**src/rtl/wav_dfi_ctrl_arb.sv**
```systemverilog
// rtl/wav_dfi_ctrl_arb.sv - MC-side DFI control-plane arbiter
//
// Serializes every non-datapath DFI handshake (init, ctrlupd, phyupd,
// phymstr, lp_ctrl/lp_data) through one state machine so that no two of
// them are ever active together, enforces the tlp_resp / tctrlupd /
// tphyupd_resp windows and tells the scheduler when to stop issuing.
//
// Ports:
//   clock_i, reset_i        sole clock, synchronous active-high reset
//   mc_init_req_i           one-cycle init request pulse from the scheduler
//   mc_ctrlupd_req_i        level request for a controller update
//   mc_lp_req_i             level low-power request (low = request exit)
//   mc_lp_wakeup_i          wakeup code, latched when the lp request issues
//   mc_idle_i               scheduler has drained all DFI traffic
//   init_complete_i, ctrlupd_ack_i, phyupd_req_i, phyupd_type_i,
//   phymstr_req_i, phymstr_type_i, lp_ctrl_ack_i, lp_data_ack_i
//                           DFI inputs from the PHY
//   init_start_o, ctrlupd_req_o, phyupd_ack_o, phymstr_ack_o,
//   lp_ctrl_req_o, lp_data_req_o, lp_ctrl_wakeup_o, lp_data_wakeup_o
//                           DFI outputs to the PHY
//   mc_block_o              scheduler must stop issuing commands
//   lp_active_o             low-power handshake completed and held
//   upd_type_o              type latched at phyupd/phymstr grant
//   err_resp_late_o         pulse when a PHY request was acked too late

module wav_dfi_ctrl_arb #(
   parameter int TLP_RESP     = 8,
   parameter int TCTRLUPD_MIN = 4,
   parameter int TCTRLUPD_MAX = 32,
   parameter int TPHYUPD_RESP = 16,
   parameter int CNT_W        = 8
) (
   input  logic       clock_i,
   input  logic       reset_i,
   input  logic       mc_init_req_i,
   input  logic       mc_ctrlupd_req_i,
   input  logic       mc_lp_req_i,
   input  logic [5:0] mc_lp_wakeup_i,
   input  logic       mc_idle_i,
   input  logic       init_complete_i,
   input  logic       ctrlupd_ack_i,
   input  logic       phyupd_req_i,
   input  logic [1:0] phyupd_type_i,
   input  logic       phymstr_req_i,
   input  logic [1:0] phymstr_type_i,
   input  logic       lp_ctrl_ack_i,
   input  logic       lp_data_ack_i,
   output logic       init_start_o,
   output logic       ctrlupd_req_o,
   output logic       phyupd_ack_o,
   output logic       phymstr_ack_o,
   output logic       lp_ctrl_req_o,
   output logic       lp_data_req_o,
   output logic [5:0] lp_ctrl_wakeup_o,
   output logic [5:0] lp_data_wakeup_o,
   output logic       mc_block_o,
   output logic       lp_active_o,
   output logic [1:0] upd_type_o,
   output logic       err_resp_late_o
);

   typedef enum logic [2:0] {
      ST_IDLE,
      ST_INIT,
      ST_CTRLUPD,
      ST_PHYUPD,
      ST_PHYMSTR,
      ST_LP_REQ,
      ST_LP_HOLD,
      ST_LP_EXIT
   } state_t;

   localparam logic [CNT_W-1:0] CNT_ONE  = CNT_W'(1);
   localparam logic [CNT_W-1:0] CNT_SAT  = {CNT_W{1'b1}};
   localparam logic [CNT_W-1:0] LP_LIM   = CNT_W'(TLP_RESP);
   localparam logic [CNT_W-1:0] CU_MIN   = CNT_W'(TCTRLUPD_MIN);
   localparam logic [CNT_W-1:0] CU_MAX   = CNT_W'(TCTRLUPD_MAX);
   localparam logic [CNT_W-1:0] RESP_LIM = CNT_W'(TPHYUPD_RESP);

   state_t           state_q, state_d;
   logic [CNT_W-1:0] cnt_q, cnt_d;
   logic [CNT_W-1:0] upd_wait_q, upd_wait_d;
   logic [CNT_W-1:0] mstr_wait_q, mstr_wait_d;
   logic             init_pend_q, init_pend_d;
   logic             ctrl_seen_q, ctrl_seen_d;
   logic             lp_arm_q, lp_arm_d;

   logic             init_start_q, init_start_d;
   logic             ctrlupd_req_q, ctrlupd_req_d;
   logic             phyupd_ack_q, phyupd_ack_d;
   logic             phymstr_ack_q, phymstr_ack_d;
   logic             lp_req_q, lp_req_d;
   logic [5:0]       wakeup_q, wakeup_d;
   logic             mc_block_q, mc_block_d;
   logic             lp_active_q, lp_active_d;
   logic [1:0]       upd_type_q, upd_type_d;
   logic             err_q, err_d;

   logic             entering;
   logic             lp_both_ack;

   assign lp_both_ack = lp_ctrl_ack_i & lp_data_ack_i;

   // State register.
   always_ff @(posedge clock_i) begin
      if (reset_i) begin
         state_q <= ST_IDLE;
      end else begin
         state_q <= state_d;
      end
   end

   // Next state, window counters and next values of every registered output.
   always_comb begin
      state_d     = state_q;
      cnt_d       = (cnt_q == CNT_SAT) ? cnt_q : cnt_q + CNT_ONE;
      init_pend_d = init_pend_q | mc_init_req_i;
      ctrl_seen_d = ctrl_seen_q;
      // An lp request that timed out is re-armed only once mc_lp_req drops.
      lp_arm_d    = lp_arm_q | ~mc_lp_req_i;
      entering    = 1'b0;

      case (state_q)
         ST_IDLE: begin
            if (init_pend_q | mc_init_req_i) begin
               state_d = ST_INIT;
            end else if (phymstr_req_i & mc_idle_i) begin
               state_d = ST_PHYMSTR;
            end else if (phyupd_req_i & mc_idle_i) begin
               state_d = ST_PHYUPD;
            end else if (mc_ctrlupd_req_i & mc_idle_i) begin
               state_d = ST_CTRLUPD;
            end else if (mc_lp_req_i & mc_idle_i & lp_arm_q) begin
               state_d = ST_LP_REQ;
            end
         end
         ST_INIT: begin
            if (init_complete_i) begin
               state_d = ST_IDLE;
            end
         end
         ST_PHYMSTR: begin
            if (!phymstr_req_i) begin
               state_d = ST_IDLE;
            end
         end
         ST_PHYUPD: begin
            if (!phyupd_req_i) begin
               state_d = ST_IDLE;
            end
         end
         ST_CTRLUPD: begin
            ctrl_seen_d = ctrl_seen_q | ctrlupd_ack_i;
            if (ctrl_seen_q | ctrlupd_ack_i) begin
               // Acked: hold until the ack falls or the max window closes.
               if ((ctrl_seen_q & ~ctrlupd_ack_i) | (cnt_q == CU_MAX)) begin
                  state_d = ST_IDLE;
               end
            end else if (cnt_q == CU_MIN) begin
               state_d = ST_IDLE;
            end
         end
         ST_LP_REQ: begin
            if (lp_both_ack) begin
               state_d = ST_LP_HOLD;
            end else if (cnt_q == LP_LIM) begin
               state_d  = ST_IDLE;
               lp_arm_d = ~mc_lp_req_i;
            end
         end
         ST_LP_HOLD: begin
            if (!mc_lp_req_i) begin
               state_d = ST_LP_EXIT;
            end
         end
         ST_LP_EXIT: begin
            if (!lp_ctrl_ack_i && !lp_data_ack_i) begin
               state_d = ST_IDLE;
            end
         end
         default: begin
            state_d = ST_IDLE;
         end
      endcase

      // The window counter includes the entry cycle, so it starts at 1.
      if (state_d != state_q) begin
         entering = 1'b1;
         cnt_d    = CNT_ONE;
      end
      if (entering && (state_d == ST_INIT)) begin
         init_pend_d = 1'b0;
      end
      if (entering && (state_d == ST_CTRLUPD)) begin
         ctrl_seen_d = 1'b0;
      end

      // Ungranted-request age; frozen while granted, cleared when req drops.
      if (!phyupd_req_i) begin
         upd_wait_d = '0;
      end else if (state_d == ST_PHYUPD) begin
         upd_wait_d = upd_wait_q;
      end else begin
         upd_wait_d = (upd_wait_q == CNT_SAT) ? upd_wait_q : upd_wait_q + CNT_ONE;
      end
      if (!phymstr_req_i) begin
         mstr_wait_d = '0;
      end else if (state_d == ST_PHYMSTR) begin
         mstr_wait_d = mstr_wait_q;
      end else begin
         mstr_wait_d = (mstr_wait_q == CNT_SAT) ? mstr_wait_q : mstr_wait_q + CNT_ONE;
      end

      // DFI outputs follow the state one edge later, which guarantees an
      // idle cycle between the release of one handshake and the next grant.
      init_start_d  = (state_q == ST_INIT);
      ctrlupd_req_d = (state_q == ST_CTRLUPD);
      // An ack only rises while the PHY req is still high.
      phyupd_ack_d  = (state_q == ST_PHYUPD) & (phyupd_ack_q | phyupd_req_i);
      phymstr_ack_d = (state_q == ST_PHYMSTR) & (phymstr_ack_q | phymstr_req_i);
      lp_req_d      = (state_q == ST_LP_REQ) | (state_q == ST_LP_HOLD);
      lp_active_d   = (state_q == ST_LP_HOLD);

      wakeup_d = wakeup_q;
      if (entering && (state_d == ST_LP_REQ)) begin
         wakeup_d = mc_lp_wakeup_i;
      end
      upd_type_d = upd_type_q;
      if (entering && (state_d == ST_PHYMSTR)) begin
         upd_type_d = phymstr_type_i;
      end else if (entering && (state_d == ST_PHYUPD)) begin
         upd_type_d = phyupd_type_i;
      end

      mc_block_d = (state_d != ST_IDLE) | phyupd_req_i | phymstr_req_i | init_pend_d;

      // Late flag fires on the cycle the ack first rises.
      err_d = ((state_q == ST_PHYUPD) & ~phyupd_ack_q & phyupd_req_i &
               (upd_wait_q > RESP_LIM)) |
              ((state_q == ST_PHYMSTR) & ~phymstr_ack_q & phymstr_req_i &
               (mstr_wait_q > RESP_LIM));
   end

   // Counters, flags and output registers.
   always_ff @(posedge clock_i) begin
      if (reset_i) begin
         cnt_q         <= '0;
         upd_wait_q    <= '0;
         mstr_wait_q   <= '0;
         init_pend_q   <= 1'b0;
         ctrl_seen_q   <= 1'b0;
         lp_arm_q      <= 1'b1;
         init_start_q  <= 1'b0;
         ctrlupd_req_q <= 1'b0;
         phyupd_ack_q  <= 1'b0;
         phymstr_ack_q <= 1'b0;
         lp_req_q      <= 1'b0;
         wakeup_q      <= '0;
         mc_block_q    <= 1'b0;
         lp_active_q   <= 1'b0;
         upd_type_q    <= '0;
         err_q         <= 1'b0;
      end else begin
         cnt_q         <= cnt_d;
         upd_wait_q    <= upd_wait_d;
         mstr_wait_q   <= mstr_wait_d;
         init_pend_q   <= init_pend_d;
         ctrl_seen_q   <= ctrl_seen_d;
         lp_arm_q      <= lp_arm_d;
         init_start_q  <= init_start_d;
         ctrlupd_req_q <= ctrlupd_req_d;
         phyupd_ack_q  <= phyupd_ack_d;
         phymstr_ack_q <= phymstr_ack_d;
         lp_req_q      <= lp_req_d;
         wakeup_q      <= wakeup_d;
         mc_block_q    <= mc_block_d;
         lp_active_q   <= lp_active_d;
         upd_type_q    <= upd_type_d;
         err_q         <= err_d;
      end
   end

   assign init_start_o     = init_start_q;
   assign ctrlupd_req_o    = ctrlupd_req_q;
   assign phyupd_ack_o     = phyupd_ack_q;
   assign phymstr_ack_o    = phymstr_ack_q;
   assign lp_ctrl_req_o    = lp_req_q;
   assign lp_data_req_o    = lp_req_q;
   assign lp_ctrl_wakeup_o = wakeup_q;
   assign lp_data_wakeup_o = wakeup_q;
   assign mc_block_o       = mc_block_q;
   assign lp_active_o      = lp_active_q;
   assign upd_type_o       = upd_type_q;
   assign err_resp_late_o  = err_q;

endmodule

```
**config.mk**
```make
export PLATFORM = sky130hd
export DESIGN_NAME = wav_dfi_ctrl_arb
export DESIGN_NICKNAME = d
export VERILOG_FILES = /design/src/rtl/wav_dfi_ctrl_arb.sv
export SDC_FILE = /design/constraint.sdc
export NUM_CORES = 1
export LEC_CHECK = 0
export CORE_MARGIN = 2
export CORE_UTILIZATION = 48
export CTS_CLUSTER_DIAMETER = 40
export DETAILED_ROUTE_END_ITERATION = 16
export GPL_TIMING_DRIVEN = 0
export PLACE_DENSITY = 0.79
export RECOVER_POWER = 25
export SLEW_MARGIN = 20
export SYNTH_ARGS = -nofsm -noshare
export SYNTH_HDL_FRONTEND = slang
export SYNTH_SLANG_ARGS = --single-unit
```
**constraint.sdc**
```tcl
create_clock -name clock_i -period 2.3 [get_ports clock_i]
set_input_delay 0.23 -clock clock_i [delete_from_list [all_inputs] [get_ports clock_i]]
set_output_delay 0.23 -clock clock_i [all_outputs]
set_load 0.03 [all_outputs]
```
==> impl_metrics.sql, run 1 <==
INSERT INTO impl_metrics (metric_group, metric, value, unit) VALUES
('final_layout', 'post-route-util', '72.3', '%'),
('timing', 'finClkSkew', '0.00518', 'ns'),
('timing', 'post-route-period-util', '103', '%'),
('clock_tree', 'cts.htree.levels', '2', ''),
('placement', 'place_congestion', '0.873', ''),
('job', 'drv.max_cap_violation_count', '0', ''),
('floorplanning', 'core_area', '0.00514', 'mm²'),
('final_layout', 'fillers', '386', ''),
('critical_path', 'path_buf_inv', '3', ''),
('critical_path', 'critPathMaxStageDelay', '0.53', 'ns'),
('final_layout', 'synthToLayoutAreaGrowth', '45.0', '%'),
('synth', 'netlist.top_cell.by_area', 'sky130_fd_sc_hd__dfxtp_1', ''),
('critical_path', 'timing.critical_path.from_type', 'flip-flop', ''),
('clock_tree', 'cts_hold_buffers', '0', ''),
('synth', 'synth_async_sr_flop_share', '0', '%'),
('drt', 'route.detailed.wl_per_inst', '17.9', 'µm'),
('timing', 'timing.final.hold_violations', '0', ''),
('timing', 'final_worst_slack', '-0.0688', 'ns'),
('power_and_ir_drop', 'clock_power_share', '23.7', '%'),
('status', 'violations_in_the_final_reports', 'negative setup slack', ''),
('critical_path', 'crit_path_frequent_cell', 'sky130_fd_sc_hd__buf_6', ''),
('drt', 'drtAntennaViolNets', '0', ''),
('final_layout', 'finalNonFillerCells', '444', ''),
('placement', 'detailed_place_hpwl', '4600', 'µm'),
('grt', 'grt_start_max_net_pins', '15', ''),
('drt', 'via_count', '2687', ''),
('final_layout', 'diodes', '0', ''),
('timing', 'slew_violations', '0', ''),
('clock_tree', 'cts_buffers', '5', ''),
('grt', 'overflow', '0', ''),
('power_and_ir_drop', 'comb_power_share', '42.1', '%'),
('timing', 'layout_min_cycle_time', '2.37', 'ns'),
('synth', 'syn-instance-count', '291', ''),
('synth', 'synth-edff-count', '0', ''),
('synth', 'syn_warnings', '0', ''),
('synth', 'avg_synthesized_cell_area', '8.81', 'µm²'),
('power_and_ir_drop', 'power.ir.vdd_worst', '451', 'µV'),
('final_layout', 'area_of_the_multi_input_gates', '0.00171', 'mm²'),
('synth', 'synthesis.nets', '319', ''),
('floorplanning', 'die-area', '0.00594', 'mm²'),
('power_and_ir_drop', 'pwr_density_cell', '694', 'mW/mm²'),
('floorplanning', 'io-pin-count', '45', ''),
('drt', 'drt_iter0_markers', '282', ''),
('critical_path', 'arrival', '2.60', 'ns'),
('placement', 'placed_instances', '403', ''),
('floorplanning', 'std_cell_rows', '26', ''),
('timing', 'timing.slew.headroom', '50.4', '%'),
('power_and_ir_drop', 'finalPower', '2580', 'µW'),
('clock_tree', 'cts_num_sinks', '46', ''),
('synth', 'ys_ff_latch', '46', ''),
('timing', 'whs', '0.310', 'ns'),
('clock_tree', 'cts_root_buf', 'sky130_fd_sc_hd__clkbuf_8', ''),
('critical_path', 'timing.setup.critical_path_class', 'flip-flop to flip-flop', ''),
('power_and_ir_drop', 'power.switching', '897', 'µW'),
('clock_tree', 'cts_clk_pin_slew_worst_paths', '0.08', 'ns'),
('timing', 'timing.final.setup_violations', '9', ''),
('power_and_ir_drop', 'power.switching_fraction', '34.8', '%'),
('critical_path', 'critical_path.top_delay_family', 'simple AND/OR/NAND/NOR gates', ''),
('synth', 'synth_top_cells_by_area', 'sky130_fd_sc_hd__dfxtp_1 (36%), sky130_fd_sc_hd__nor2_1 (4.0%), sky130_fd_sc_hd__a21oi_1 (3.7%)', ''),
('floorplanning', 'die_w', '77.1', 'µm'),
('synth', 'synth_largest_type_area_fraction', '35.9', '%'),
('critical_path', 'required', '2.53', 'ns'),
('synth', 'ys_seq_area_share', '35.9', '%'),
('grt', 'wire_length_of_the_first_global_routing_pass', '11700', 'µm'),
('drt', 'firstDrtPassIters', '5', ''),
('status', 'status', 'finished with violations', ''),
('worst_hold_path', 'hold_path.class', 'primary input to flip-flop', ''),
('synth', 'synth_ff_type', 'sky130_fd_sc_hd__dfxtp_1', ''),
('timing', 'grt_setup_unrepaired', 'yes', ''),
('power_and_ir_drop', 'p_leak', '0.00132', 'µW'),
('floorplanning', 'floorplan.initialDensity', '49.9', '%');
## placed cells by master, fill, tap and decap left out, types with 9 or more instances in the layout
cell | netlist | final
sky130_fd_sc_hd__buf_4 | 7 | 34
sky130_fd_sc_hd__nand2_1 | 21 | 20
sky130_fd_sc_hd__nor2_1 | 27 | 27
sky130_fd_sc_hd__clkdlybuf4s50_1 | 0 | 41
sky130_fd_sc_hd__a21oi_1 | 19 | 18
sky130_fd_sc_hd__nand3_1 | 15 | 15
sky130_fd_sc_hd__dfxtp_1 | 46 | 40
sky130_fd_sc_hd__inv_1 | 18 | 16
sky130_fd_sc_hd__buf_6 | 2 | 9
## worst paths after layout
path              slack [ns]          start            end  depth (start not counted)
setup / recovery       -0.07       cnt_q[0]  upd_wait_q[7]                         10
hold / removal          0.31   phyupd_req_i   phyupd_ack_o                          3
setup reg to reg       -0.07       cnt_q[0]  upd_wait_q[7]                         10
hold reg to reg         0.49  upd_type_o[1]  upd_type_o[1]                          2
## layout make-up
type	instances	share of cell area (%)
multi-input cells	211	46.0
clock buffers	6	1.95
inverters	18	1.82
well taps	70	2.36
plain buffers	17	3.57
flip-flops and latches	46	25.0
repair buffers	74	18.3
clock inverters	2	1.01
## synth_stat cells (4+ instances only)
library cell	n
sky130_fd_sc_hd__nor3_1	8
sky130_fd_sc_hd__mux2i_1	8
sky130_fd_sc_hd__inv_1	18
sky130_fd_sc_hd__buf_4	7
sky130_fd_sc_hd__a21oi_1	19
sky130_fd_sc_hd__o21ai_0	9
sky130_fd_sc_hd__o41ai_1	4
sky130_fd_sc_hd__or4_1	7
sky130_fd_sc_hd__buf_2	4
sky130_fd_sc_hd__nand2_1	21
sky130_fd_sc_hd__nand2b_1	6
sky130_fd_sc_hd__a31oi_1	4
sky130_fd_sc_hd__o31ai_1	4
sky130_fd_sc_hd__ha_1	6
sky130_fd_sc_hd__nor2_1	27
sky130_fd_sc_hd__nand3_1	15
sky130_fd_sc_hd__dfxtp_1	46
sky130_fd_sc_hd__or3_1	5
## kinds of logic (layout without fill, tap and decap cells)
| group | Yosys count | count (layout) | synth area share [%] |
|---|---|---|---|
| flip-flops | 46 | 46 | 35.9 |
| multiplexers | 8 | 8 | 3.12 |
| AO/OA/AOI/OAI | 78 | 78 | 23.5 |
| XOR/XNOR | 4 | 4 | 1.37 |
| AND/OR/NAND/NOR | 114 | 115 | 25.9 |
| adder cells (fa/ha/maj) | 6 | 6 | 2.93 |
| buffers and inverters | 35 | 117 | 7.32 |
## registers in the layout, indices dropped and copies added (netlist names), 2 cells and up
name,cells
upd_wait_q,8
upd_type_o,2
mstr_wait_q,8
state_q,3
cnt_q,8
lp_ctrl_wakeup_o,6
## power groups by stage
stage / registers (µW) / logic (µW) / clock network (µW)
3_5_place_dp: 894 / 644 / 0
4_1_cts: 877 / 890 / 615
3_3_place_gp: 892 / 634 / 0
2_1_floorplan: 920 / 423 / 0
5_1_grt: 889 / 1130 / 643
6_report: 884 / 1090 / 610
## layer usage
layer	up-vias	routed length (µm)	track usage [%]
li1	1249	-	-
met1	1278	3330	29.8
met2	127	3800	41.3
met3	33	591	5.53
met4	0	240	8.75
met5	-	0	0
## stage by stage
stage	setup TNS, ns	setup WS [ns]
detailed placement	-11.06	-0.476
floorplan	0	0.111
finish	-0.356	-0.0688
CTS	-1.02	-0.107
global route	-1.21	-0.124
global placement	-10.14	-0.450
## what timing repair did
action                                  4_1_cts  5_1_grt
buffers inserted                             22       14
gates resized for setup                      34       25
endpoints found under the setup margin       34       34
pin swaps                                    24       14
cloned                                        1        1
## worst register-to-register path, stage by stage, from the launching register on
cell and delay, ns:
sky130_fd_sc_hd__dfxtp_2 0.33, sky130_fd_sc_hd__inv_2 0.08, sky130_fd_sc_hd__ha_4 0.13, sky130_fd_sc_hd__nor4b_4 0.19
sky130_fd_sc_hd__buf_6 0.16, sky130_fd_sc_hd__a221oi_4 0.08, sky130_fd_sc_hd__o32ai_4 0.37, sky130_fd_sc_hd__buf_6 0.17
sky130_fd_sc_hd__a211oi_4 0.05, sky130_fd_sc_hd__or4_1 0.53, sky130_fd_sc_hd__a21oi_1 0.20
No activity file was read; power rests on OpenSTA's default activity.
==> run 2: changes to the inputs <==
Settings changed: CORE_MARGIN 2 to not set, PLACE_DENSITY 0.79 to 0.83.
==> impl_metrics.sql, run 2 (synthesis results as in run 1) <==
INSERT INTO impl_metrics (metric_group, metric, value, unit) VALUES
('status', 'status', 'finished with violations', ''),
('status', 'violations_in_the_final_reports', 'negative setup slack', ''),
('clock_tree', 'cts.htree.levels', '2', ''),
('drt', 'met1_length', '2940', 'µm'),
('final_layout', 'layout_common_cells', 'sky130_fd_sc_hd__dfxtp_1 (42), sky130_fd_sc_hd__clkdlybuf4s50_1 (42), sky130_fd_sc_hd__nor2_1 (27), sky130_fd_sc_hd__buf_4 (25), sky130_fd_sc_hd__nand2_1 (20)', ''),
('final_layout', 'finalNonFillerCells', '433', ''),
('timing', 'timing.final.setup_violations', '22', ''),
('timing', 'post-route-period-util', '103', '%'),
('power_and_ir_drop', 'pwr_density_cell', '672', 'mW/mm²'),
('drt', 'route.detailed.wl_per_inst', '17.8', 'µm'),
('grt', 'overflow', '0', ''),
('drt', 'wl_met3', '743', 'µm'),
('power_and_ir_drop', 'p_leak', '0.00122', 'µW'),
('final_layout', 'fillers', '382', ''),
('clock_tree', 'clock_path_buffers', '2', ''),
('timing', 'timing.final.hold_violations', '0', ''),
('critical_path', 'capturing_element_type_of_the_critical_path', 'flip-flop', ''),
('critical_path', 'critical_path.top_delay_family', 'compound AO/OA/AOI/OAI gates', ''),
('final_layout', 'final-seq-area', '926', 'µm²'),
('critical_path', 'path_buf_inv', '3', ''),
('placement', 'detailed_place_hpwl', '4560', 'µm'),
('critical_path', 'critPathMaxStageDelay', '0.52', 'ns'),
('timing', 'final_worst_slack', '-0.0731', 'ns'),
('floorplanning', 'die_w', '75.1', 'µm'),
('timing', 'finClkSkew', '0.00803', 'ns'),
('placement', 'place_congestion', '0.925', ''),
('worst_hold_path', 'hp-start', 'phyupd_req_i', ''),
('final_layout', 'post-route-cell-area', '0.00364', 'mm²'),
('worst_hold_path', 'worst_hold_path.num_cells', '3', ''),
('placement', 'port-buffer-count', '42', ''),
('grt', 'wire_length_of_the_first_global_routing_pass', '11200', 'µm'),
('final_layout', 'finish.net_count', '390', ''),
('floorplanning', 'std_cell_rows', '26', ''),
('drt', 'firstDrtPassIters', '7', ''),
('floorplanning', 'die-area', '0.00564', 'mm²'),
('clock_tree', 'cts_clk_pin_slew_worst_paths', '0.08', 'ns'),
('critical_path', 'crit_path_frequent_cell', 'sky130_fd_sc_hd__buf_4', ''),
('floorplanning', 'floorplan.initialDensity', '49.9', '%'),
('grt', 'groute.usage.overall', '26.0', '%'),
('clock_tree', 'worstSkewPairLatency', '0.30', 'ns'),
('grt', 'first_global_vias', '2430', ''),
('final_layout', 'diodes', '0', ''),
('critical_path', 'arrival', '2.58', 'ns'),
('critical_path', 'worstReg2RegStart', 'state_q[1]', ''),
('power_and_ir_drop', 'finalPower', '2450', 'µW'),
('floorplanning', 'io-pin-count', '45', ''),
('timing', 'slew_violations', '0', ''),
('final_layout', 'synthToLayoutAreaGrowth', '42.0', '%'),
('drt', 'routed_length_on_met2', '3690', 'µm'),
('power_and_ir_drop', 'power.ir.vdd_worst', '410', 'µV'),
('critical_path', 'rr_worst_depth', '8', ''),
('clock_tree', 'cts_buffers', '5', ''),
('final_layout', 'layout_cell_share_with_drive_strength_beyond_1', '26.4', '%'),
('floorplanning', 'core_area', '0.00514', 'mm²'),
('worst_hold_path', 'hold_path.class', 'primary input to flip-flop', ''),
('grt', 'grt_start_max_net_pins', '15', ''),
('clock_tree', 'cts_num_sinks', '46', ''),
('drt', 'drt_iter0_markers', '355', ''),
('drt', 'via_count', '2722', ''),
('drt', 'routed_wirelength', '7710', 'µm'),
('critical_path', 'timing.setup.critical_path_class', 'flip-flop to flip-flop', ''),
('worst_hold_path', 'whs_endpoint', 'phyupd_ack_o', ''),
('timing', 'timing.slew.headroom', '30.4', '%'),
('timing', 'layout_min_cycle_time', '2.37', 'ns'),
('job', 'drv.max_cap_violation_count', '0', ''),
('critical_path', 'regToRegEndpoint', 'init_pend_q', ''),
('drt', 'detail_route.vias_per_cell', '6.29', ''),
('placement', 'dpl_cell_area', '0.00307', 'mm²'),
('timing', 'setup_tns', '-0.774', 'ns'),
('placement', 'dp_slack', '-0.478', 'ns'),
('timing', 'maximum_frequency_from_static_timing_analysis', '421', 'MHz'),
('critical_path', 'required', '2.50', 'ns'),
('placement', 'placed_instances', '403', ''),
('critical_path', 'timing.critical_path.cells', 'clkbuf_8, o2111ai_1, a2bb2oi_4, buf_4, a221oi_2, buf_4, nand3_4, a311oi_2', ''),
('final_layout', 'area_of_the_multi_input_gates', '0.00172', 'mm²'),
('timing', 'worstMarginPinSlew', '1.04', 'ns'),
('drt', 'drcViolationCount', '0', ''),
('final_layout', 'largest_registers', 'cnt_q (8), mstr_wait_q (8), upd_wait_q (8)', ''),
('clock_tree', 'cts_root_buf', 'sky130_fd_sc_hd__clkbuf_8', ''),
('timing', 'grt_setup_unrepaired', 'yes', ''),
('floorplanning', 'die_height', '75.1', 'µm'),
('clock_tree', 'tritoncts', 'built', ''),
('grt', 'grt_antenna_before_repair', '0', ''),
('drt', 'routed.top_layer', 'met4', ''),
('critical_path', 'critical_path_peak_fanout', '10', ''),
('critical_path', 'r2r_setup_slack', '-0.07', 'ns'),
('critical_path', 'timing.critical_path.from_type', 'flip-flop', ''),
('critical_path', 'critical_path.slowest_cell', 'sky130_fd_sc_hd__dfxtp_1', ''),
('drt', 'drtAntennaViolNets', '0', '');
==> run 2: changes by cell type in the layout (fill, tap and decap cells not counted), moves of 2 or more <==
| cell | change |
|---|---|
| sky130_fd_sc_hd__buf_4 | -9 |
| sky130_fd_sc_hd__a21oi_1 | -4 |
| sky130_fd_sc_hd__a21oi_2 | +4 |
| sky130_fd_sc_hd__buf_6 | -3 |
| sky130_fd_sc_hd__a31oi_2 | +2 |
| sky130_fd_sc_hd__dfxtp_1 | +2 |
| sky130_fd_sc_hd__dfxtp_2 | -2 |
| sky130_fd_sc_hd__or4_1 | -2 |
| sky130_fd_sc_hd__or4_4 | +2 |
==> run 2: worst max-delay path by stage <==
stage                  startpoint             end  slack (ns)  cells after the start
floorplan                cnt_q[0]  mstr_wait_q[5]        0.11                      9
global placement    phymstr_req_i   upd_type_o[1]       -0.47                      7
detailed placement  phymstr_req_i   upd_type_o[0]       -0.48                      7
CTS                      cnt_q[1]  mstr_wait_q[5]       -0.02                      9
global route             cnt_q[1]  mstr_wait_q[1]       -0.18                     12
finish                 state_q[1]     init_pend_q       -0.07                      8
==> run 2: tightest hold or removal path, stage by stage <==
cell and delay [ns]:
sky130_fd_sc_hd__buf_2 0.16, sky130_fd_sc_hd__nor2_1 0.12, sky130_fd_sc_hd__nor3_1 0.06
==> run 2: cell type report <==
type / instances / share of cell area [%]
buffer: 17 / 3.64
tap: 70 / 2.41
inverter: 18 / 1.86
clock buffer: 6 / 1.99
multi-input combinational: 211 / 47.2
timing repair buffer: 63 / 16.4
clock inverter: 2 / 1.03
sequential: 46 / 25.4
==> run 2: power by group <==
| part | switching (µW) | total (µW) | internal [µW] |
|---|---|---|---|
| Sequential | 38.7 | 882 | 843 |
| Combinational | 543 | 971 | 429 |
| Clock | 271 | 595 | 324 |
| Total | 852 | 2450 | 1600 |
==> run 2: timing repair <==
item                       CTS  global route
resized for setup           22            36
setup buffers               15             5
hold buffers                 0             0
pin swaps                   11            24
setup endpoints to repair   34            34
gates cloned                 0             2
==> run 2: routing by layer <==
metal | up-vias | global-route usage [%]
met5 | - | 0
met4 | 0 | 10.5
met3 | 53 | 6.56
met2 | 186 | 43.2
met1 | 1253 | 32.1
li1 | 1230 | -
==> run 2: through the flow <==
stage | hold slack, ns | utilization, %
2_1_floorplan | 0.302 | -
3_3_place_gp | 0.469 | 59.8
3_5_place_dp | 0.472 | 59.8
4_1_cts | 0.296 | 66.4
5_1_grt | 0.318 | 70.8
6_report | 0.322 | 70.8
==> run 3: changes to the inputs <==
Settings changed: CORE_UTILIZATION 48 to 53, PLACE_DENSITY 0.83 to 0.86.
Clock period 2.3 ns to 2.2 ns, I/O delays scaled along.
==> impl_metrics.sql, run 3 (synthesis results as in run 1) <==
INSERT INTO impl_metrics (metric_group, metric, value, unit) VALUES
('status', 'status', 'finished with violations', ''),
('status', 'violations_in_the_final_reports', 'negative setup slack', ''),
('clock_tree', 'cts_root_buf', 'sky130_fd_sc_hd__clkbuf_8', ''),
('critical_path', 'regToRegEndpoint', 'mstr_wait_q[2]', ''),
('clock_tree', 'cts_clk_pin_slew_worst_paths', '0.09', 'ns'),
('critical_path', 'critical_path_peak_fanout', '6', ''),
('final_layout', 'layout_cell_share_with_drive_strength_beyond_1', '29.5', '%'),
('critical_path', 'capturing_element_type_of_the_critical_path', 'flip-flop', ''),
('timing', 'timing.final.hold_violations', '0', ''),
('grt', 'groute.usage.overall', '27.6', '%'),
('drt', 'drtAntennaViolNets', '0', ''),
('critical_path', 'timing.setup.critical_path_class', 'flip-flop to flip-flop', ''),
('power_and_ir_drop', 'power.ir.vdd_worst', '526', 'µV'),
('clock_tree', 'clock_path_buffers', '2', ''),
('final_layout', 'commonest_non_fill_non_tap_cell_in_the_layout', 'sky130_fd_sc_hd__clkdlybuf4s50_1', ''),
('final_layout', 'diodes', '0', ''),
('clock_tree', 'cts.htree.levels', '2', ''),
('critical_path', 'arrival', '2.62', 'ns'),
('floorplanning', 'core_area', '0.00450', 'mm²'),
('drt', 'via_count', '2760', ''),
('clock_tree', 'cts_buffers', '5', ''),
('floorplanning', 'std_cell_rows', '24', ''),
('timing', 'layout_min_cycle_time', '2.39', 'ns'),
('drt', 'route.detailed.wl_per_inst', '19.6', 'µm'),
('drt', 'firstDrtPassIters', '5', ''),
('timing', 'worstMarginPinSlew', '0.796', 'ns'),
('grt', 'met1_track_usage_gr', '34.0', '%'),
('power_and_ir_drop', 'comb_power_share', '41.5', '%'),
('power_and_ir_drop', 'internal_power', '1740', 'µW'),
('floorplanning', 'floorplan.initialDensity', '56.9', '%'),
('clock_tree', 'cts_num_sinks', '46', ''),
('power_and_ir_drop', 'p_leak', '0.00129', 'µW'),
('grt', 'global_route.peak_usage_layer', 'met2', ''),
('power_and_ir_drop', 'clock_power_share', '24.1', '%'),
('timing', 'timing.final.setup_violations', '30', ''),
('timing', 'final_worst_slack', '-0.191', 'ns'),
('clock_tree', 'worstSkewPairLatency', '0.29', 'ns'),
('drt', 'drcViolationCount', '0', ''),
('power_and_ir_drop', 'power_frac_seq', '34.4', '%'),
('placement', 'place_congestion', '0.989', ''),
('worst_hold_path', 'hp-start', 'phyupd_req_i', ''),
('power_and_ir_drop', 'pwr_density_cell', '721', 'mW/mm²'),
('critical_path', 'r2r_setup_slack', '-0.19', 'ns'),
('clock_tree', 'cts_hold_buffers', '0', ''),
('grt', 'grt_antenna_before_repair', '0', ''),
('final_layout', 'largest_registers', 'cnt_q (8), mstr_wait_q (8), upd_wait_q (8)', ''),
('floorplanning', 'die_height', '71.6', 'µm'),
('timing', 'slew_violations', '0', ''),
('grt', 'grt_start_max_net_pins', '14', ''),
('grt', 'overflow', '0', ''),
('critical_path', 'timing.critical_path.from_type', 'flip-flop', ''),
('clock_tree', 'tritoncts', 'built', ''),
('placement', 'port-buffer-count', '42', ''),
('power_and_ir_drop', 'power.switching', '942', 'µW'),
('timing', 'timing.slew.headroom', '46.8', '%'),
('final_layout', 'finish.net_count', '394', ''),
('final_layout', 'synthToLayoutAreaGrowth', '45.0', '%'),
('floorplanning', 'io-pin-count', '45', ''),
('grt', 'gr-usage-met2', '46.9', '%'),
('timing', 'post-route-period-util', '109', '%'),
('critical_path', 'required', '2.43', 'ns'),
('grt', 'wire_length_of_the_first_global_routing_pass', '11400', 'µm'),
('power_and_ir_drop', 'finalPower', '2680', 'µW'),
('grt', 'first_global_vias', '2515', ''),
('final_layout', 'fillers', '270', ''),
('timing', 'finClkSkew', '0.00445', 'ns'),
('drt', 'drt_iter0_markers', '213', ''),
('drt', 'routed_wirelength', '8180', 'µm'),
('worst_hold_path', 'whs_endpoint', 'phyupd_ack_o', ''),
('placement', 'dp_slack', '-0.559', 'ns'),
('grt', 'use_met3', '6.33', '%'),
('critical_path', 'rr_worst_depth', '10', ''),
('critical_path', 'worstReg2RegStart', 'cnt_q[0]', ''),
('job', 'drv.max_cap_violation_count', '0', ''),
('timing', 'maximum_frequency_from_static_timing_analysis', '418', 'MHz'),
('placement', 'detailed_place_hpwl', '4430', 'µm'),
('power_and_ir_drop', 'power.switching_fraction', '35.1', '%'),
('floorplanning', 'die-area', '0.00512', 'mm²'),
('worst_hold_path', 'worst_hold_path.num_cells', '3', ''),
('worst_hold_path', 'hold_path.class', 'primary input to flip-flop', ''),
('timing', 'grt_setup_unrepaired', 'yes', ''),
('floorplanning', 'die_w', '71.6', 'µm'),
('final_layout', 'layout_common_cells', 'sky130_fd_sc_hd__clkdlybuf4s50_1 (41), sky130_fd_sc_hd__dfxtp_1 (40), sky130_fd_sc_hd__nor2_1 (27), sky130_fd_sc_hd__buf_4 (25), sky130_fd_sc_hd__nand2_1 (20)', ''),
('drt', 'detail_route.vias_per_cell', '6.60', '');
## run 3: worst max-delay path: stages (launching register included)
cell and delay (ns):
sky130_fd_sc_hd__dfxtp_2 0.36, sky130_fd_sc_hd__inv_2 0.06, sky130_fd_sc_hd__ha_4 0.14, sky130_fd_sc_hd__nor4b_4 0.14
sky130_fd_sc_hd__buf_4 0.16, sky130_fd_sc_hd__a221oi_4 0.36, sky130_fd_sc_hd__o32ai_4 0.19, sky130_fd_sc_hd__a41o_4 0.35
sky130_fd_sc_hd__buf_6 0.13, sky130_fd_sc_hd__or3_1 0.31, sky130_fd_sc_hd__a21oi_2 0.12
## run 3: what timing repair did
item / 4_1_cts / 5_1_grt
cloned: 1 / 2
gates resized for setup: 33 / 41
pin swaps: 23 / 21
setup buffers: 13 / 10
setup endpoints to repair: 34 / 34
## run 3: power by group through the flow
| stage | combinational, µW | clock (µW) | sequential, µW |
|---|---|---|---|
| after floorplan | 442 | 0 | 961 |
| after global placement | 656 | 0 | 932 |
| after detailed placement | 664 | 0 | 936 |
| after CTS | 871 | 642 | 916 |
| after global routing | 1160 | 683 | 929 |
| final | 1110 | 646 | 923 |
## run 3: area by class of cell
class                   instances  area, µm²  share of cell area (%)
multi-input cells             211       1780                    47.7
flip-flops and latches         46        928                    25.0
repair buffers                 67        641                    17.2
plain buffers                  17        129                    3.47
clock buffers                   6       82.6                    2.22
inverters                      18       67.6                    1.82
well taps                      52       65.1                    1.75
clock inverters                 1       30.0                   0.808
## run 3: worst max path at each step
| stage | startpoint | depth (start not counted) | slack (ns) | end |
|---|---|---|---|---|
| floorplan | cnt_q[0] | 9 | 0.01 | mstr_wait_q[5] |
| global placement | phymstr_req_i | 7 | -0.49 | cnt_q[4] |
| detailed placement | phymstr_req_i | 7 | -0.56 | cnt_q[4] |
| CTS | cnt_q[1] | 9 | -0.08 | mstr_wait_q[2] |
| global route | cnt_q[0] | 10 | -0.27 | mstr_wait_q[2] |
| finish | cnt_q[0] | 10 | -0.19 | mstr_wait_q[2] |
## run 3: stage by stage
stage	std cells	instance area (µm²)	util (%)	hold WS (ns)	TNS, ns
2_1_floorplan	291	2560	-	0.292	0
3_3_place_gp	385	3050	67.7	0.465	-13.12
3_5_place_dp	385	3050	67.7	0.469	-14.21
4_1_cts	406	3450	76.7	0.294	-0.493
5_1_grt	418	3720	82.6	0.302	-5.65
6_report	418	3720	82.6	0.307	-2.84
## run 3: per-layer routing
layer / vias up / wire length [µm]
met1: 1296 / 3290
met3: 52 / 604
met4: 0 / 413
li1: 1236 / -
met2: 176 / 3880
met5: - / 0
==> variant, RTL diff (config.mk and constraints of run 2) <==
Make the reset (`reset_i`) asynchronous in 2 clocked blocks. Comments in the files are not updated.
--- a/src/rtl/wav_dfi_ctrl_arb.sv
+++ b/src/rtl/wav_dfi_ctrl_arb.sv
@@ -102,7 +102,7 @@
    assign lp_both_ack = lp_ctrl_ack_i & lp_data_ack_i;
 
    // State register.
-   always_ff @(posedge clock_i) begin
+   always_ff @(posedge clock_i or posedge reset_i) begin
       if (reset_i) begin
          state_q <= ST_IDLE;
       end else begin
@@ -242,7 +242,7 @@
    end
 
    // Counters, flags and output registers.
-   always_ff @(posedge clock_i) begin
+   always_ff @(posedge clock_i or posedge reset_i) begin
       if (reset_i) begin
          cnt_q         <= '0;
          upd_wait_q    <= '0;
Behaviour: differs if reset_i is asserted again (counterexample within 4 cycles, from zero or initial values and one cycle with reset_i high); with reset_i held inactive, the same outputs for 10 cycles.
==> variant against run 2 <==
The run still ends with setup timing left; critical path depth grew 2; worst hold slack gained 0.040 ns; sequential cell count is the same; global-route usage shrank 0.50 points; setup slack lost 0.41 ns; synthesized cell count shrank 6.2%; synthesized area grew 3.4%; final area grew 4.2%; wire length shrank 4.8%.
Power is not compared: it rests on default switching activity, and its combinational part moved more than twofold at a synthesized area within 25%.
==> variant: results <==
[outcome]
outcome = "complete, but fails checks"
failed_checks = "setup timing"

[global_routing]
grtUsageMet1_pct = 30.4
grt.met3_usage_pct = 5.27
grt_pass1_wl_mm = 11.8
grt.total_usage_pct = 25.5
via_count_of_the_first_global_routing_pass = 2541
grt_start_max_net_pins = 27

[synth]
postSynth.topFlopCell = "sky130_fd_sc_hd__dfrtp_1"
most_numerous_cell_types_in_the_synthesized_netlist = "45 x sky130_fd_sc_hd__dfrtp_1, 22 x sky130_fd_sc_hd__nor2_1, 21 x sky130_fd_sc_hd__nand2_1"
avgSynthCellArea_um2 = 9.71
synth.yosys.seq_area_share_pct = 43.5
synth_nets = 301
synth.area.top_cells = "sky130_fd_sc_hd__dfrtp_1 42%, sky130_fd_sc_hd__nor2_1 3.1%, sky130_fd_sc_hd__nand2_1 3.0%"
number_of_distinct_library_cells_after_synthesis = 57
async_reset_ff_share_pct = 100

[sta]
post_route_clock_skew_ns = 0.00834
finalWorstSetupSlack_ns = -0.483
tightest_slew_ns = 0.962
setup_viol_count_final = 34
hold_ws_ns = 0.363

[detailed_routing]
routed_met3_length_um = 451
met2_wirelength_mm = 3.77
drt_iter0_drc = 231
route.layer.met1.wl_mm = 2.86
drt-total-wl_mm = 7.34
vias_per_cell = 6.09
routed-via-count = 2569
firstDrtPassIters = 7

[clocking]
cts-root-buf = "sky130_fd_sc_hd__clkbuf_8"
clk_path_buf_depth = 2
cts_inserted_buffers = 5
htree_num_levels = 2
clk_lat_worst_skew_ns = 0.32

[critical_path]
critPathMaxStageDelay_ns = 0.47
worstPathArrival_ns = 3.02
worst_r2r_path_depth = 10
crit_fanout = 5
cp_max_delay_cell = "sky130_fd_sc_hd__or4b_4"

[place]
post-place-cells = 387
port-buffer-count = 43
gp_routability_congestion = 0.876
hpwlAfterDp_mm = 4.34
placedInstanceArea_um2 = 3230

[cells_and_area]
diodes_inserted = 0
top_regs = "cnt_q (8), mstr_wait_q (8), upd_wait_q (8)"
post_route_cells_drive_above_1_share_pct = 29.0
finalNetCount = 379
layout.filler_cells = 341

[power]
vdd.ir_drop.worst_uv = 812

[min_path]
worst_min_path_class = "input pin to register"

[floorplan]
die_w_um = 76.3
==> variant: cell count changes after synthesis, moves of 4 or more <==
cell,delta
sky130_fd_sc_hd__dfxtp_1,-46
sky130_fd_sc_hd__a21oi_1,-6
sky130_fd_sc_hd__dfrtp_1,+45
sky130_fd_sc_hd__mux2i_1,-5
sky130_fd_sc_hd__nor3_1,-4
sky130_fd_sc_hd__a211oi_2,+5
sky130_fd_sc_hd__mux2_2,+6
sky130_fd_sc_hd__nor2_1,-5
==> variant: per-stage QoR <==
step	worst slack (ns)	power [W]	setup TNS, ns	utilization (%)
final	-0.483	0.00418	-13.13	72.9
after global routing	-0.567	0.00438	-15.83	72.9
after CTS	-0.414	0.00395	-11.37	70.6
after detailed placement	-0.764	0.00310	-19.81	62.1
after global placement	-0.722	0.00305	-18.83	61.7
after floorplan	-0.311	0.00253	-5.35	-
==> variant: logic make-up (layout without fill, tap and decap cells) <==
group	after synthesis	after routing	share of synthesized area, %
multiplexers	9	9	3.68
AO/OA/AOI/OAI	65	65	20.0
XOR/XNOR	6	6	1.98
flip-flops	46	46	43.5
buffers and inverters	34	113	5.95
adder cells (fa/ha/maj)	6	6	2.83
AND/OR/NAND/NOR	107	107	22.1
==> variant: critical path: cells and delay by family, from the launching register on <==
kind | cells | cell delay [ns]
buf+inv | 3 | 0.40
xor+xnor | 1 | 0.07
simple gates | 2 | 0.89
compound gates | 3 | 0.81
fa+ha+maj | 1 | 0.12
flops | 1 | 0.40
==> variant: path summary, 6_finish.rpt <==
kind                                      start                    endpoint
max                        cnt_q[0]$_DFFE_PP0P_   upd_type_o[1]$_DFFE_PP0P_
min reg2reg                  lp_arm_q$_DFF_PP1_          lp_arm_q$_DFF_PP1_
min                                phyupd_req_i   upd_wait_q[5]$_DFFE_PP0P_
min in group asynchronous               reset_i  mstr_wait_q[0]$_DFFE_PP0P_
max reg2reg                cnt_q[0]$_DFFE_PP0P_   upd_type_o[1]$_DFFE_PP0P_
max in group asynchronous               reset_i          lp_arm_q$_DFF_PP1_
==> variant: layout make-up <==
| cell class | instances | area share (%) |
|---|---|---|
| sequential | 46 | 30.4 |
| inverter | 18 | 1.85 |
| buffer | 15 | 2.90 |
| timing repair buffer | 72 | 17.7 |
| multi-input combinational | 193 | 41.8 |
| clock inverter | 3 | 1.19 |
| clock buffer | 5 | 1.81 |
| tap | 70 | 2.31 |
==> variant: where the power goes <==
group / switching (W) / total [W] / internal (W)
Combinational: 0.00127 / 0.00242 / 0.00115
Sequential: 0.000154 / 0.00113 / 0.000980
Clock: 0.000303 / 0.000627 / 0.000323
==> variant: what timing repair did <==
item,in CTS,in global routing
setup buffers,19,6
hold buffers,0,0
gates resized for setup,38,17
endpoints found under the setup margin,34,34
pin swaps,17,19
gates cloned,3,0
